### src/rtl/inst_fetch_if.sv
// Fetch-unit bus: host/decoder controls into the sequencer, PC and status back out.
interface inst_fetch_if #(
  parameter int PC_W  = 10,
  parameter int CNT_W = 16
);
  logic             Start;
  logic             Halt;
  logic             Jump;
  logic             BranchEn;
  logic [PC_W-1:0]  Target;
  logic [PC_W-1:0]  ProgCtr;
  logic             Running;
  logic             Done;
  logic             Fault;
  logic [CNT_W-1:0] InstCount;

  modport master (
    output Start, Halt, Jump, BranchEn, Target,
    input  ProgCtr, Running, Done, Fault, InstCount
  );

  modport slave (
    input  Start, Halt, Jump, BranchEn, Target,
    output ProgCtr, Running, Done, Fault, InstCount
  );
endinterface

### src/rtl/inst_fetch.sv
// Program-counter / fetch sequencer: load, run, done, with retired-instruction count and overflow fault.
//   state  | meaning
//   S_IDLE | out of reset, PC parked at START_ADDR
//   S_LOAD | Start held: PC, count and fault cleared
//   S_RUN  | one instruction retires per cycle
//   S_DONE | halted or faulted; PC, count, fault frozen
module inst_fetch #(
  parameter int          PC_W       = 10,
  parameter int unsigned START_ADDR = 0,
  parameter int          CNT_W      = 16
) (
  input  logic         CLK,
  input  logic         Reset,
  inst_fetch_if.slave  bus
);
  typedef enum logic [1:0] {S_IDLE, S_LOAD, S_RUN, S_DONE} state_t;

  localparam logic [PC_W-1:0]  START_PC = PC_W'(START_ADDR);
  localparam logic [PC_W-1:0]  PC_MAX   = '1;
  localparam logic [CNT_W-1:0] CNT_MAX  = '1;

  state_t           state_q, state_d;
  logic [PC_W-1:0]  pc_q, pc_d;
  logic [CNT_W-1:0] cnt_q, cnt_d;
  logic             fault_q, fault_d;
  logic             running_q;
  logic             done_q;

  always_comb begin
    state_d = state_q;
    pc_d    = pc_q;
    cnt_d   = cnt_q;
    fault_d = fault_q;
    if (bus.Start) begin
      state_d = S_LOAD;
      pc_d    = START_PC;
      cnt_d   = '0;
      fault_d = 1'b0;
    end else begin
      case (state_q)
        S_LOAD: state_d = S_RUN;
        S_RUN: begin
          if (cnt_q != CNT_MAX) cnt_d = cnt_q + CNT_W'(1);
          // Halt outranks a taken jump; a taken jump from PC_MAX is legal.
          if (bus.Halt) begin
            state_d = S_DONE;
          end else if (bus.Jump && bus.BranchEn) begin
            pc_d = bus.Target;
          end else if (pc_q == PC_MAX) begin
            fault_d = 1'b1;
            state_d = S_DONE;
          end else begin
            pc_d = pc_q + PC_W'(1);
          end
        end
        S_IDLE, S_DONE: state_d = state_q;
        default: state_d = S_IDLE;
      endcase
    end
  end

  always_ff @(posedge CLK or negedge Reset) begin
    if (!Reset) begin
      state_q   <= S_IDLE;
      pc_q      <= START_PC;
      cnt_q     <= '0;
      fault_q   <= 1'b0;
      running_q <= 1'b0;
      done_q    <= 1'b0;
    end else begin
      state_q   <= state_d;
      pc_q      <= pc_d;
      cnt_q     <= cnt_d;
      fault_q   <= fault_d;
      running_q <= (state_d == S_RUN);
      done_q    <= (state_d == S_DONE) && (state_q != S_DONE);
    end
  end

  assign bus.ProgCtr   = pc_q;
  assign bus.InstCount = cnt_q;
  assign bus.Fault     = fault_q;
  assign bus.Running   = running_q;
  assign bus.Done      = done_q;
endmodule

### src/flat_wrapper.sv
// flat-port wrapper written by rule: the top's interface ports become plain ports
module inst_fetch_flat 
#(
  parameter int          PC_W       = 10,
  parameter int unsigned START_ADDR = 0,
  parameter int          CNT_W      = 16
)
  (CLK, Reset, bus_Start, bus_Halt, bus_Jump, bus_BranchEn, bus_Target, bus_ProgCtr, bus_Running, bus_Done, bus_Fault, bus_InstCount);
  inst_fetch_if #(.PC_W(PC_W), .CNT_W(CNT_W)) bus_i ();
  input  logic CLK;
  input  logic Reset;
  input wire logic [$bits(bus_i.Start)-1:0] bus_Start;
  input wire logic [$bits(bus_i.Halt)-1:0] bus_Halt;
  input wire logic [$bits(bus_i.Jump)-1:0] bus_Jump;
  input wire logic [$bits(bus_i.BranchEn)-1:0] bus_BranchEn;
  input wire logic [$bits(bus_i.Target)-1:0] bus_Target;
  output wire logic [$bits(bus_i.ProgCtr)-1:0] bus_ProgCtr;
  output wire logic [$bits(bus_i.Running)-1:0] bus_Running;
  output wire logic [$bits(bus_i.Done)-1:0] bus_Done;
  output wire logic [$bits(bus_i.Fault)-1:0] bus_Fault;
  output wire logic [$bits(bus_i.InstCount)-1:0] bus_InstCount;
  assign bus_i.Start = bus_Start;
  assign bus_i.Halt = bus_Halt;
  assign bus_i.Jump = bus_Jump;
  assign bus_i.BranchEn = bus_BranchEn;
  assign bus_i.Target = bus_Target;
  assign bus_ProgCtr = bus_i.ProgCtr;
  assign bus_Running = bus_i.Running;
  assign bus_Done = bus_i.Done;
  assign bus_Fault = bus_i.Fault;
  assign bus_InstCount = bus_i.InstCount;
  inst_fetch #(.PC_W(PC_W), .START_ADDR(START_ADDR), .CNT_W(CNT_W)) u_core (.CLK(CLK), .Reset(Reset), .bus(bus_i));
endmodule
### config.mk
export PLATFORM = sky130hd
export DESIGN_NAME = inst_fetch_flat
export DESIGN_NICKNAME = d
export VERILOG_FILES = /design/src/rtl/inst_fetch_if.sv /design/src/rtl/inst_fetch.sv /design/src/flat_wrapper.sv
export SDC_FILE = /design/constraint.sdc
export NUM_CORES = 1
export LEC_CHECK = 0
export ABC_CLOCK_PERIOD_IN_PS = 3800
export BUFFER_PORTS_ARGS = -buffer_cell sky130_fd_sc_hd__buf_2
export CAP_MARGIN = 25
export CORE_ASPECT_RATIO = 1.2
export CORE_MARGIN = 2
export CORE_UTILIZATION = 52
export CTS_BUF_LIST = sky130_fd_sc_hd__clkbuf_8 sky130_fd_sc_hd__clkbuf_16
export DETAILED_ROUTE_END_ITERATION = 16
export GPL_TIMING_DRIVEN = 0
export PLACE_DENSITY = 0.78
export SLEW_MARGIN = 20
export SYNTH_ARGS = -nofsm -noshare
export SYNTH_HDL_FRONTEND = slang
export SYNTH_SLANG_ARGS = --single-unit
### constraint.sdc
create_clock -name CLK -period 3.8 [get_ports CLK]
set_input_delay 0.57 -clock CLK [delete_from_list [all_inputs] [get_ports CLK]]
set_output_delay 0.57 -clock CLK [all_outputs]
set_load 0.05 [all_outputs]
==> results.toml <==
[flow_run]
drv_cap = 0

[logic_synthesis]
ys.flop_type = "dfrtp_1"
synth.distinct_cells = 55
async_reset_ff_frac = 1.000
synth.area.top_cells = "dfrtp_1 39%, a21oi_1 5.0%, mux2_4 4.5%"
syn_nets = 226
ys_warn_count = 0
synthSimpleGateAreaFrac = 0.2582
syn_inst = 208
synth_top_area_share = 0.3858
synth_xor_area_frac = 0
synthesis.area_um2 = 2011
synth_adder_area_share = 0.01245
synth_edf_count = 0
synth_seq_area_share = 0.3858
synth_top_family_by_area = "simple AND/OR/NAND/NOR gates"
synth_top_area_cell = "dfrtp_1"
muxShareOfSynthArea = 0.07716
ys_ff_latch = 31
synth.avg_cell_area_um2 = 9.667
synth-compound-area-share = 0.2259

[global_routing]
grt_pass1_wl_um = 8128
met2_usage = 0.4170
gr-usage-met1 = 0.3073
busiest_layer = "met2"
grt_max_degree = 32
grtUsageTotal = 0.2478
antenna_found_initial = 0
met3_usage = 0.04278
overflow = 0
grt_pass1_vias = 1752

[outcome]
status = "complete, no violations"

[clock_tree]
insertion_delay_ps = 290
clkTransAtPathRegs_ps = 60
ctsHoldBuffers = 0
h-tree-depth = 2
clock_sink_count = 31
ctsResizeCount = 0
cts_made_buffers = 5
clock_path_buffers = 2
root_buffer = "clkbuf_8"
cts_tree = "done"
cts_setup_buffers = 0

[critical_path]
r2r-end = "u_core.bus.ProgCtr[1]$_DFFE_PN0P_"
cp_cell_sequence = "ha_1 > nand3_1 > o41ai_4 > buf_6 > mux2i_1 > nor2_1"
crit_path_max_fanout = 10
reg2reg_slack_ps = 1570
path_class = "register to register"
critical-path-max-stage-delay_ps = 620
crit_buf_inv = 1
startpoint = "u_core.bus.ProgCtr[0]$_DFFE_PN0P_"
slowest_stage = "o41ai_4"
required_ps = 3960
cp-end-kind = "register"
cp_data_arrival_time_ps = 2390
cp_top_family = "compound AO/OA/AOI/OAI gates"
r2r_cells = 6
setup.worst_path.start_class = "register"
crit-reg2reg-launch = "u_core.bus.ProgCtr[0]$_DFFE_PN0P_"

[sta]
hold_slack_ps = 317.6
final-setup-viol-count = 0
period_needed_ps = 2234
clock.fmax_mhz = 447.6
worstMarginPinSlew_ps = 681.8
fin_tns_setup_ps = 0
period_share = 0.5880
clock_skew_ps = 7.140
worst_slack_ps = 1566
drv_slew = 0
rsz0062_at_grt = "false"
slew_headroom = 0.5455
finalHoldViolCount = 0

[layout]
diodes = 0
area_growth_pct = 20.04
fin_nets = 277
layout_commonest_cell = "buf_2"
final_cell_mix = "45 x buf_2, 31 x dfrtp_1, 20 x a21oi_1, 18 x nand2_1, 18 x nor2_1"
drive_gt1_frac = 0.3269
layout.cells.non_filler = 312

[route]
vias = 1827
drt_iter0_markers = 132
via_per_inst = 5.856
detail-route-antenna-nets = 0
routedWlPerCell_um = 16.12
post-route-drc-count = 0
wl_um = 5030
first_pass_iters = 4

[pwr]
power-per-cell-area_nw_per_um2 = 332.7
leakagePower_nw = 1.111
ir_drop_uv = 344.0

[floorplanning]
die_area_um2 = 4382
rows = 24
fp.coreArea_um2 = 3664
die_w_um = 60.77
num_io_pins = 45
initial_core_util = 0.5488
die_y_um = 72.12

[placed_design]
gp_congestion = 0.9129
port_buffers = 44
dpl.hpwl_um = 3593
dpl.cell_count = 304
dp_slack_ps = 1541

[hold_path]
hp-class = "input pin to asynchronous set/reset pin"
-- layer usage --
metal / vias to the layer above / wire length [µm] / part of all wire
li1: 891 / - / -
met1: 868 / 2237 / 0.44
met2: 58 / 2466 / 0.49
met3: 10 / 204 / 0.041
met4: 0 / 121 / 0.024
met5: - / 0 / 0
-- worst max path at each step --
stage / endpoint / slack (ps) / cells past startpoint
after CTS: u_core.bus.ProgCtr[1]$_DFFE_PN0P_ / 1590 / 6
after global routing: u_core.bus.ProgCtr[1]$_DFFE_PN0P_ / 1420 / 6
after global placement: u_core.bus.ProgCtr[6]$_DFFE_PN0P_ / 1560 / 5
after floorplan: u_core.bus.ProgCtr[1]$_DFFE_PN0P_ / 1540 / 6
final: u_core.bus.ProgCtr[1]$_DFFE_PN0P_ / 1570 / 6
after detailed placement: u_core.bus.InstCount[6]$_DFFE_PN0P_ / 1540 / 5
-- power by group --
part	switching (mW)	leakage (nW)	internal (mW)	total, mW
combinational	0.0731	0.625	0.0366	0.110
clock	0.128	0.0612	0.212	0.340
sequential	0.0140	0.424	0.339	0.353
total	0.215	1.11	0.588	0.803
-- Yosys cell counts, types with 2 or more instances --
library cell and n:
a311oi_1 4, o41ai_1 3, ha_1 2, mux2i_1 2, o21ai_0 5, nor3_1 4
mux2_2 4, dfrtp_1 31, o31ai_1 4, buf_6 3, o32ai_1 2, o311ai_0 2
and2_1 2, a21oi_1 20, o21a_1 3, nand4_1 8, buf_1 2, and3_1 2
inv_1 3, nand3_1 7, nor2_1 18, a21oi_2 3, or4_1 7, or2b_2 2
clkbuf_1 4, nor2b_1 7, nand2_1 18, a21o_1 4, mux2_4 6
-- flip-flops by register name, indices dropped and copies added, names as in the netlist --
register	count
u_core.bus.InstCount	16
u_core.bus.ProgCtr	10
u_core.state_q	2
u_core.bus.Done	1
u_core.bus.Fault	1
u_core.bus.Running	1
-- cells by family after synthesis --
group | count (synthesis)
compound gates | 59
mux | 12
fa+ha+maj | 2
flops | 31
buf+inv | 14
simple gates | 90
-- layout make-up --
type | instances | area (µm²)
Multi-Input combinational cell | 163 | 1154
Clock inverter | 2 | 35.03
Inverter | 3 | 11.26
Fill cell | 351 | 1250
Sequential cell | 31 | 775.7
Clock buffer | 6 | 82.58
Timing Repair Buffer | 44 | 220.2
Tap cell | 52 | 65.06
Buffer | 11 | 70.07
-- through the flow --
step | cell area [µm²] | util | power [mW]
4_1_cts | 2414 | 0.6588 | 0.8075
6_report | 2414 | 0.6588 | 0.8029
2_1_floorplan | 2011 | - | 0.4298
3_3_place_gp | 2296 | 0.6267 | 0.4640
5_1_grt | 2414 | 0.6588 | 0.8311
3_5_place_dp | 2296 | 0.6267 | 0.4682
No activity file was read; power rests on OpenSTA's default activity.
